===== config.mk =====
export PLATFORM = sky130hd
export DESIGN_NAME = game_sequencer
export DESIGN_NICKNAME = d
export VERILOG_FILES = /design/src/rtl/game_sequencer.sv
export SDC_FILE = /design/constraint.sdc
export NUM_CORES = 1
export LEC_CHECK = 0
export CAP_MARGIN = 10
export CORE_AREA = 2 2 62 64
export CTS_BUF_LIST = sky130_fd_sc_hd__clkbuf_8 sky130_fd_sc_hd__clkbuf_16
export DETAILED_ROUTE_END_ITERATION = 16
export DIE_AREA = 0 0 64 66
export PLACE_DENSITY = 0.83
export SKIP_LAST_GASP = 1
export SYNTH_ARGS = -nofsm -noshare
export SYNTH_HDL_FRONTEND = slang
export SYNTH_SLANG_ARGS = --single-unit
export TNS_END_PERCENT = 30

===== constraint.sdc =====
create_clock -name clk -period 1.9 [get_ports clk]
set_input_delay 0.285 -clock clk [delete_from_list [all_inputs] [get_ports clk]]
set_output_delay 0.285 -clock clk [all_outputs]
set_load 0.01 [all_outputs]

===== src/rtl/game_sequencer.sv =====
`default_nettype none
// ============================================================================
// Module      : game_sequencer
// Description : Breakout game-flow controller. It sequences serve, play and
//               loss, generates the ball and brick strobes, and keeps lives,
//               score and the remaining-brick count.
//               The optional feature is GAME_SEQUENCER_AUTO_SERVE_EN, which
//               launches the ball automatically once the serve hold expires.
// Revision    : 1.0 - initial release
// ============================================================================
module game_sequencer #(
    parameter int LIVES_INIT       = 3,
    parameter int BRICK_COUNT      = 28,
    parameter int POINTS_PER_BRICK = 1,
    parameter int SCORE_W          = 10,
    parameter int SERVE_DELAY      = 60
) (
    input  logic               clk,
    input  logic               reset,
    input  logic               refresh_tick,
    input  logic               start_press,
    input  logic               ball_died,
    input  logic               brick_destroyed,
    output logic               ball_reset,
    output logic               launch,
    output logic               bricks_reset,
    output logic [2:0]         game_state,
    output logic [1:0]         lives,
    output logic [SCORE_W-1:0] score,
    output logic               paddle_enable
);

    localparam int BRICK_W = $clog2(BRICK_COUNT + 1);
    localparam int SERVE_W = $clog2(SERVE_DELAY + 1);

    localparam logic [BRICK_W-1:0] BRICKS_FULL = BRICK_W'(BRICK_COUNT);
    localparam logic [SERVE_W-1:0] SERVE_FULL  = SERVE_W'(SERVE_DELAY);
    localparam logic [1:0]         LIVES_LOAD  = 2'(LIVES_INIT);
    localparam logic [SCORE_W:0]   SCORE_INC   = (SCORE_W + 1)'(POINTS_PER_BRICK);

    typedef enum logic [2:0] {
        ST_IDLE     = 3'd0,
        ST_SERVE    = 3'd1,
        ST_PLAY     = 3'd2,
        ST_GAMEOVER = 3'd3,
        ST_WIN      = 3'd4
    } state_t;

    state_t               state_q, state_d;
    logic [1:0]           lives_q, lives_d;
    logic [SCORE_W-1:0]   score_q, score_d;
    logic [BRICK_W-1:0]   bricks_left_q, bricks_left_d;
    logic [SERVE_W-1:0]   serve_cnt_q, serve_cnt_d;
    logic                 start_press_q, start_press_d;
    logic                 launch_q, launch_d;
    logic                 ball_reset_q, ball_reset_d;
    logic                 bricks_reset_q, bricks_reset_d;
    logic                 paddle_enable_q, paddle_enable_d;

    logic                 press_edge;
    logic                 launch_cond;
    logic                 serve_full;
    logic [SCORE_W:0]     score_sum;
    logic [SCORE_W-1:0]   score_sat;

    assign press_edge = start_press & ~start_press_q;
    assign serve_full = (serve_cnt_q == SERVE_FULL);

    // The carry bit of the widened sum flags overflow, which clamps to all-ones.
    assign score_sum  = {1'b0, score_q} + SCORE_INC;
    assign score_sat  = score_sum[SCORE_W] ? {SCORE_W{1'b1}} : score_sum[SCORE_W-1:0];

`ifdef GAME_SEQUENCER_AUTO_SERVE_EN
    assign launch_cond = 1'b1;
`else
    assign launch_cond = press_edge;
`endif

    always_comb begin
        state_d        = state_q;
        lives_d        = lives_q;
        score_d        = score_q;
        bricks_left_d  = bricks_left_q;
        serve_cnt_d    = serve_cnt_q;
        start_press_d  = start_press;
        launch_d       = 1'b0;
        ball_reset_d   = 1'b0;
        bricks_reset_d = 1'b0;

        case (state_q)
            ST_IDLE, ST_GAMEOVER, ST_WIN: begin
                if (press_edge) begin
                    bricks_reset_d = 1'b1;
                    ball_reset_d   = 1'b1;
                    lives_d        = LIVES_LOAD;
                    score_d        = '0;
                    bricks_left_d  = BRICKS_FULL;
                    serve_cnt_d    = '0;
                    state_d        = ST_SERVE;
                end
            end

            ST_SERVE: begin
                if (refresh_tick && !serve_full) begin
                    serve_cnt_d = serve_cnt_q + 1'b1;
                end
                if (serve_full && launch_cond) begin
                    launch_d = 1'b1;
                    state_d  = ST_PLAY;
                end
            end

            ST_PLAY: begin
                if (brick_destroyed) begin
                    score_d = score_sat;
                    if (bricks_left_q != '0) begin
                        bricks_left_d = bricks_left_q - 1'b1;
                    end
                end
                // Clearing the wall outranks a simultaneous death.
                if (brick_destroyed && (bricks_left_q <= BRICK_W'(1))) begin
                    state_d = ST_WIN;
                end else if (ball_died) begin
                    if (lives_q > 2'd1) begin
                        lives_d      = lives_q - 2'd1;
                        ball_reset_d = 1'b1;
                        serve_cnt_d  = '0;
                        state_d      = ST_SERVE;
                    end else begin
                        lives_d = 2'd0;
                        state_d = ST_GAMEOVER;
                    end
                end
            end

            default: begin
                state_d = ST_IDLE;
            end
        endcase

        paddle_enable_d = (state_d == ST_SERVE) || (state_d == ST_PLAY);
    end

    // start_press_q resets high so a button held through reset cannot start a game.
    always_ff @(posedge clk or negedge reset) begin
        if (!reset) begin
            state_q         <= ST_IDLE;
            lives_q         <= 2'd0;
            score_q         <= '0;
            bricks_left_q   <= '0;
            serve_cnt_q     <= '0;
            start_press_q   <= 1'b1;
            launch_q        <= 1'b0;
            ball_reset_q    <= 1'b0;
            bricks_reset_q  <= 1'b0;
            paddle_enable_q <= 1'b0;
        end else begin
            state_q         <= state_d;
            lives_q         <= lives_d;
            score_q         <= score_d;
            bricks_left_q   <= bricks_left_d;
            serve_cnt_q     <= serve_cnt_d;
            start_press_q   <= start_press_d;
            launch_q        <= launch_d;
            ball_reset_q    <= ball_reset_d;
            bricks_reset_q  <= bricks_reset_d;
            paddle_enable_q <= paddle_enable_d;
        end
    end

    assign game_state    = state_q;
    assign lives         = lives_q;
    assign score         = score_q;
    assign launch        = launch_q;
    assign ball_reset    = ball_reset_q;
    assign bricks_reset  = bricks_reset_q;
    assign paddle_enable = paddle_enable_q;

endmodule
`default_nettype wire


* Word-level counts from Yosys, hierarchy flattened *
Index checks and enable logic that the tools add are counted.

storage, ports and cells
  flip-flop bits (word level) = 31
  input bits = 6
  output and inout port bits = 19
  logic and storage cells = 79

operators by class
  add/subtract/negate cells = 4
  magnitude comparators = 2
  equal/unequal tests = 14
  multiplexer cells = 33
  bitwise gates (word level) = 2
  reduce and logical (&&, ||, !) cells = 14

operator list
  cell                                                                               count
  10-bit 2-to-1 mux                                                                  3
  6-bit 2-to-1 mux                                                                   5
  10-bit one-hot mux with 2 select lines                                             1
  6-bit one-hot mux with 3 select lines                                              1
  5-bit 2-to-1 mux                                                                   3
  2-bit inequality test (second input constant)                                      7
  3-bit 2-to-1 mux                                                                   4
  10-bit by 1-bit adder with 11-bit output (second input constant)                   1
  2-bit 2-to-1 mux                                                                   5
  5-bit one-hot mux with 2 select lines                                              1
  3-bit by 2-bit == test with 1-bit output (second input constant)                   3
  3-bit one-hot mux with 3 select lines                                              1
  4-bit AND reduction                                                                2
  1-bit 2-to-1 mux                                                                   7
  6-bit by 1-bit adder with 6-bit output (second input constant)                     1
  3-bit by 1-bit == test with 1-bit output (second input constant)                   2
  6-bit == test (second input constant)                                              1
  6-bit AND reduction                                                                1
  5-bit by 1-bit less-or-equal comparator with 1-bit output (second input constant)  1
  5-bit nonzero test                                                                 1
  5-bit by 1-bit subtractor with 5-bit output (second input constant)                1
  2-bit one-hot mux with 2 select lines                                              1
  3-bit == test (second input constant)                                              1
  1-bit logical AND                                                                  3
  other kinds (12)                                                                   12

* Logic depth before layout (Yosys ltp) *
  depth in word-level cells = 7
  gate-level depth with buffers = 7

* Worst setup path before layout *
No wires, ideal clock.

  path type = flip-flop to flip-flop
  from = register bricks_left_q[1]
  to = register serve_cnt_q[0]
  arrival time = 1.560 ns
  slack = 0.214 ns
  stages on the path, launching flop included = 8
  path through = dfrtp_1 inv_1 ha_1 o21bai_1 and2_1 a21boi_4 nand2_2 mux2_4

on the way
  longest elaborated chain between the ends = 4

ends and longest elaborated chain
  what                                                       RTL line  source
  from (decl)                                                52        logic [BRICK_W-1:0] bricks_left_q, bricks_left_d;
  from (signal assigned)                                     161       bricks_left_q <= bricks_left_d;
  5-bit by 1-bit less-or-equal comparator with 1-bit output  121       if (brick_destroyed && (bricks_left_q <= BRICK_W'(1))) begin
  1-bit logical AND                                          121
  2-bit inequality test (no line)                            n/a
  6-bit AND reduction (no line)                              n/a
  to (signal assigned)                                       162       serve_cnt_q <= serve_cnt_d;
  to (decl)                                                  53        logic [SERVE_W-1:0] serve_cnt_q, serve_cnt_d;

No other way between the ends.
A chain may end at the register's enable or synchronous reset.

* Worst setup path in the final report *
  from = register state_q[0] (netlist: game_state[0])
  to = register serve_cnt_q[5]

on the way
  longest elaborated chain between the ends = 4

ends and longest elaborated chain
  what                                                                          RTL line  source
  from (decl)                                                                   49        state_t state_q, state_d;
  from (signal assigned)                                                        158       state_q <= state_d;
  3-bit by 2-bit == test with 1-bit output (tied with other cells)              90        case (state_q)
  3-bit OR reduction                                                            90
  2-bit inequality test (no line) / 3-bit nonzero test (equally long branches)  n/a
  6-bit AND reduction (no line)                                                 n/a

Parallel ways exist; a longest one is shown, timed or not.

==> results.sh <==
export IMPL_outcome="finished clean"
export IMPL_power_frac_seq=0.442
export IMPL_maxSlewViolCount=0
export IMPL_holdBufCountCts=0
export IMPL_p_sw_w=0.000677
export IMPL_fillers=270
export IMPL_root_buffer="clkbuf_8"
export IMPL_place_gp_congestion=0.920
export IMPL_synthFlopType="dfrtp_1"
export IMPL_netlist_area_sq_um=1890
export IMPL_design_core_area_sq_um=3550
export IMPL_vdd_drop_max_uv=463
export IMPL_vias=1708
export IMPL_p_int_w=0.00136
export IMPL_drt_initial_drc_count=118
export IMPL_post_dp_hpwl_microns=3150
export IMPL_start_util=0.533
export IMPL_relSlewSlack=0.615
export IMPL_h_tree_depth=2
export IMPL_crit_family="compound AO/OA/AOI/OAI gates"
export IMPL_max_cap_violations=0
export IMPL_synthCells=203
export IMPL_clockPowerShare=0.256
export IMPL_grt_overflow_total=0
export IMPL_antenna_found_initial=0
export IMPL_dieArea_sq_um=4220
export IMPL_whs_ns=0.393
export IMPL_ys_seq_area_frac=0.411
export IMPL_crit_buf_inv=0
export IMPL_critPathMaxFanout=7
export IMPL_numCtsBuffers=5
export IMPL_area_growth_synth_to_final_pct=29.2
export IMPL_critPathKind="reg2reg"
export IMPL_async_flop_share=1.00
export IMPL_layout_nets=265
export IMPL_routed_wl_microns=4320
export IMPL_synth_adder_area_share=0.0397
export IMPL_avgSynthCellArea_sq_um=9.32
export IMPL_combPwrFrac=0.302
export IMPL_synth_top_family_by_area="simple AND/OR/NAND/NOR gates"
export IMPL_rsz0062_at_grt="yes"
export IMPL_period_share=0.963
export IMPL_place_ws_ns=-0.0846
export IMPL_cts_tree="yes"
export IMPL_worstHoldPathType="in2async"
export IMPL_netlist_cell_type_count=57
export IMPL_finalClockSkew_ns=0.0101
export IMPL_synth_compound_area_frac=0.224
export IMPL_synth_area_leaders="dfrtp_1, o21ai_0, nand2_1"
export IMPL_drcViolationCount=0
export IMPL_via_per_inst=5.67
export IMPL_ys_top_cells_by_count="dfrtp_1, nand2_1, o21ai_0"
export IMPL_post_place_cells=294
export IMPL_yosys_area_share_simple=0.249
export IMPL_numPortBuffers=24
export IMPL_hold_violations=0
export IMPL_p_leak_nw=1.08
export IMPL_multi_input_area_sq_um=1050
export IMPL_crit_required_ns=2.06
export IMPL_cts_max_path_buffers=2
export IMPL_track_usage=0.234
export IMPL_diodes=0
export IMPL_total_power_w=0.00204
export IMPL_fmax_mhz=546
export IMPL_syn_num_nets=215
export IMPL_period_minus_slack_ns=1.83
export IMPL_cp_cell_sequence="or2_2 -> a22oi_1 -> o21ai_0 -> o311ai_1 -> o31ai_1"
export IMPL_die_x_microns=64
export IMPL_pin_count=25
export IMPL_path_clk_slew_ns=0.07
export IMPL_clock_sinks=31
export IMPL_fin_cells=301
export IMPL_synth_area_mux_share=0.0185
export IMPL_wire_per_inst_microns=14.3
export IMPL_drive_above_1_share=0.186
export IMPL_synth_xor_area_frac=0.0139
export IMPL_swShare=0.332
export IMPL_final_area_sq_um=2440
export IMPL_crit_path_start_kind="register"
export IMPL_regToRegStartpoint="game_state[0]"
export IMPL_finalSetupViolCount=0
export IMPL_die_y_microns=66
export IMPL_yosysTopAreaCellShare=0.397
export IMPL_regArea_sq_um=777
export IMPL_worst_pin_slew_ns=0.575
export IMPL_startpoint="game_state[0]"
export IMPL_num_rows=22
export IMPL_end_kind="register"
export IMPL_grt_pass1_wl_microns=7710
export IMPL_yosys_area_top_type="dfrtp_1"
export IMPL_crit_path_max_incr_delay_ns=0.45
export IMPL_dr_pass1_iters=4
export IMPL_power_density_nw_per_um2=836
export IMPL_grt_max_degree=32
export IMPL_slowest_stage="dfrtp_1"
export IMPL_synth_edff_count=0
export IMPL_first_global_vias=1683
export IMPL_place_area_sq_um=2330
export IMPL_clock_latency_ns=0.28
export IMPL_ys_seq_elements=31
export IMPL_setup_ws_ns=0.0695
export IMPL_yosys_warnings=0
export IMPL_postRouteAntennaNets=0
export IMPL_synth_most_common_cell="dfrtp_1"
export IMPL_worstPathArrival_ns=1.99
## registers in the layout, summed over array words and instances (netlist names), 2 cells and up
register and count:
score 10, serve_cnt_q 6, bricks_left_q 5, game_state 3
lives 2
## final cells by class
class | instances | area share
Multi-Input combinational cell | 154 | 0.431
Sequential cell | 31 | 0.318
Timing Repair Buffer | 47 | 0.169
Clock buffer | 6 | 0.0338
Tap cell | 48 | 0.0246
Inverter | 14 | 0.0215
Clock inverter | 1 | 0.00205
## through the flow
| step | util | setup TNS (ns) |
|---|---|---|
| finish | 0.688 | 0 |
| global route | 0.688 | -0.153 |
| CTS | 0.682 | 0 |
| detailed placement | 0.657 | -0.363 |
| global placement | 0.657 | -0.0737 |
| floorplan | - | 0 |
## worst paths after layout
kind	endpoint	slack, ns	cells after the start
max in group asynchronous	start_press_q	1.18	2
worst min register to register	lives[0]	0.54	1
min in group clk	lives[0]	0.54	1
worst max-delay path	serve_cnt_q[5]	0.07	5
worst max register to register	serve_cnt_q[5]	0.07	5
worst min-delay path	serve_cnt_q[0]	0.39	2
## power groups by stage
stage / clock (W) / combinational (W) / sequential, W
CTS: 0.000537 / 0.000604 / 0.000899
global placement: 0 / 0.000586 / 0.000906
finish: 0.000523 / 0.000617 / 0.000902
detailed placement: 0 / 0.000599 / 0.000909
global route: 0.000575 / 0.000686 / 0.000917
floorplan: 0 / 0.000347 / 0.000897
## routing by layer
metal | vias up | routed length (microns) | track usage
met3 | 6 | 207 | 0.0477
met2 | 46 | 2010 | 0.384
met4 | 0 | 58 | 0.0734
met1 | 816 | 2040 | 0.309
li1 | 840 | - | -
met5 | - | 0 | 0
## cell families after synthesis
logic type / Yosys count
simple gates: 81
compound gates: 61
flops: 31
buf+inv: 18
fa+ha+maj: 6
xor+xnor: 3
mux: 3
## worst register-to-register path, delay by kind of cell (launching register included)
kind	cells	cell delay [ns]
compound gates	4	0.90
flops	1	0.45
simple gates	1	0.35
## repair_timing
| item | CTS | global route |
|---|---|---|
| setup endpoints to repair | 0 | 4 |
| gates resized for setup | 0 | 3 |
| setup buffers | 0 | 0 |
## cells in the final DEF (no fill, tap or decap), drive strengths merged, types with 4 or more instances in the layout
| master | n |
|---|---|
| a21oi | 6 |
| a31oi | 6 |
| nor2 | 9 |
| nand2b | 5 |
| nor3 | 4 |
| buf | 23 |
| ha | 6 |
| clkbuf | 6 |
| nand2 | 26 |
| dfrtp | 30 |
| or3 | 4 |
| clkdlybuf4s50 | 24 |
| o211ai | 4 |
| inv | 14 |
| o21ai | 21 |
| nand3 | 10 |
| and3 | 5 |
Power figures use the tool's default switching activity.
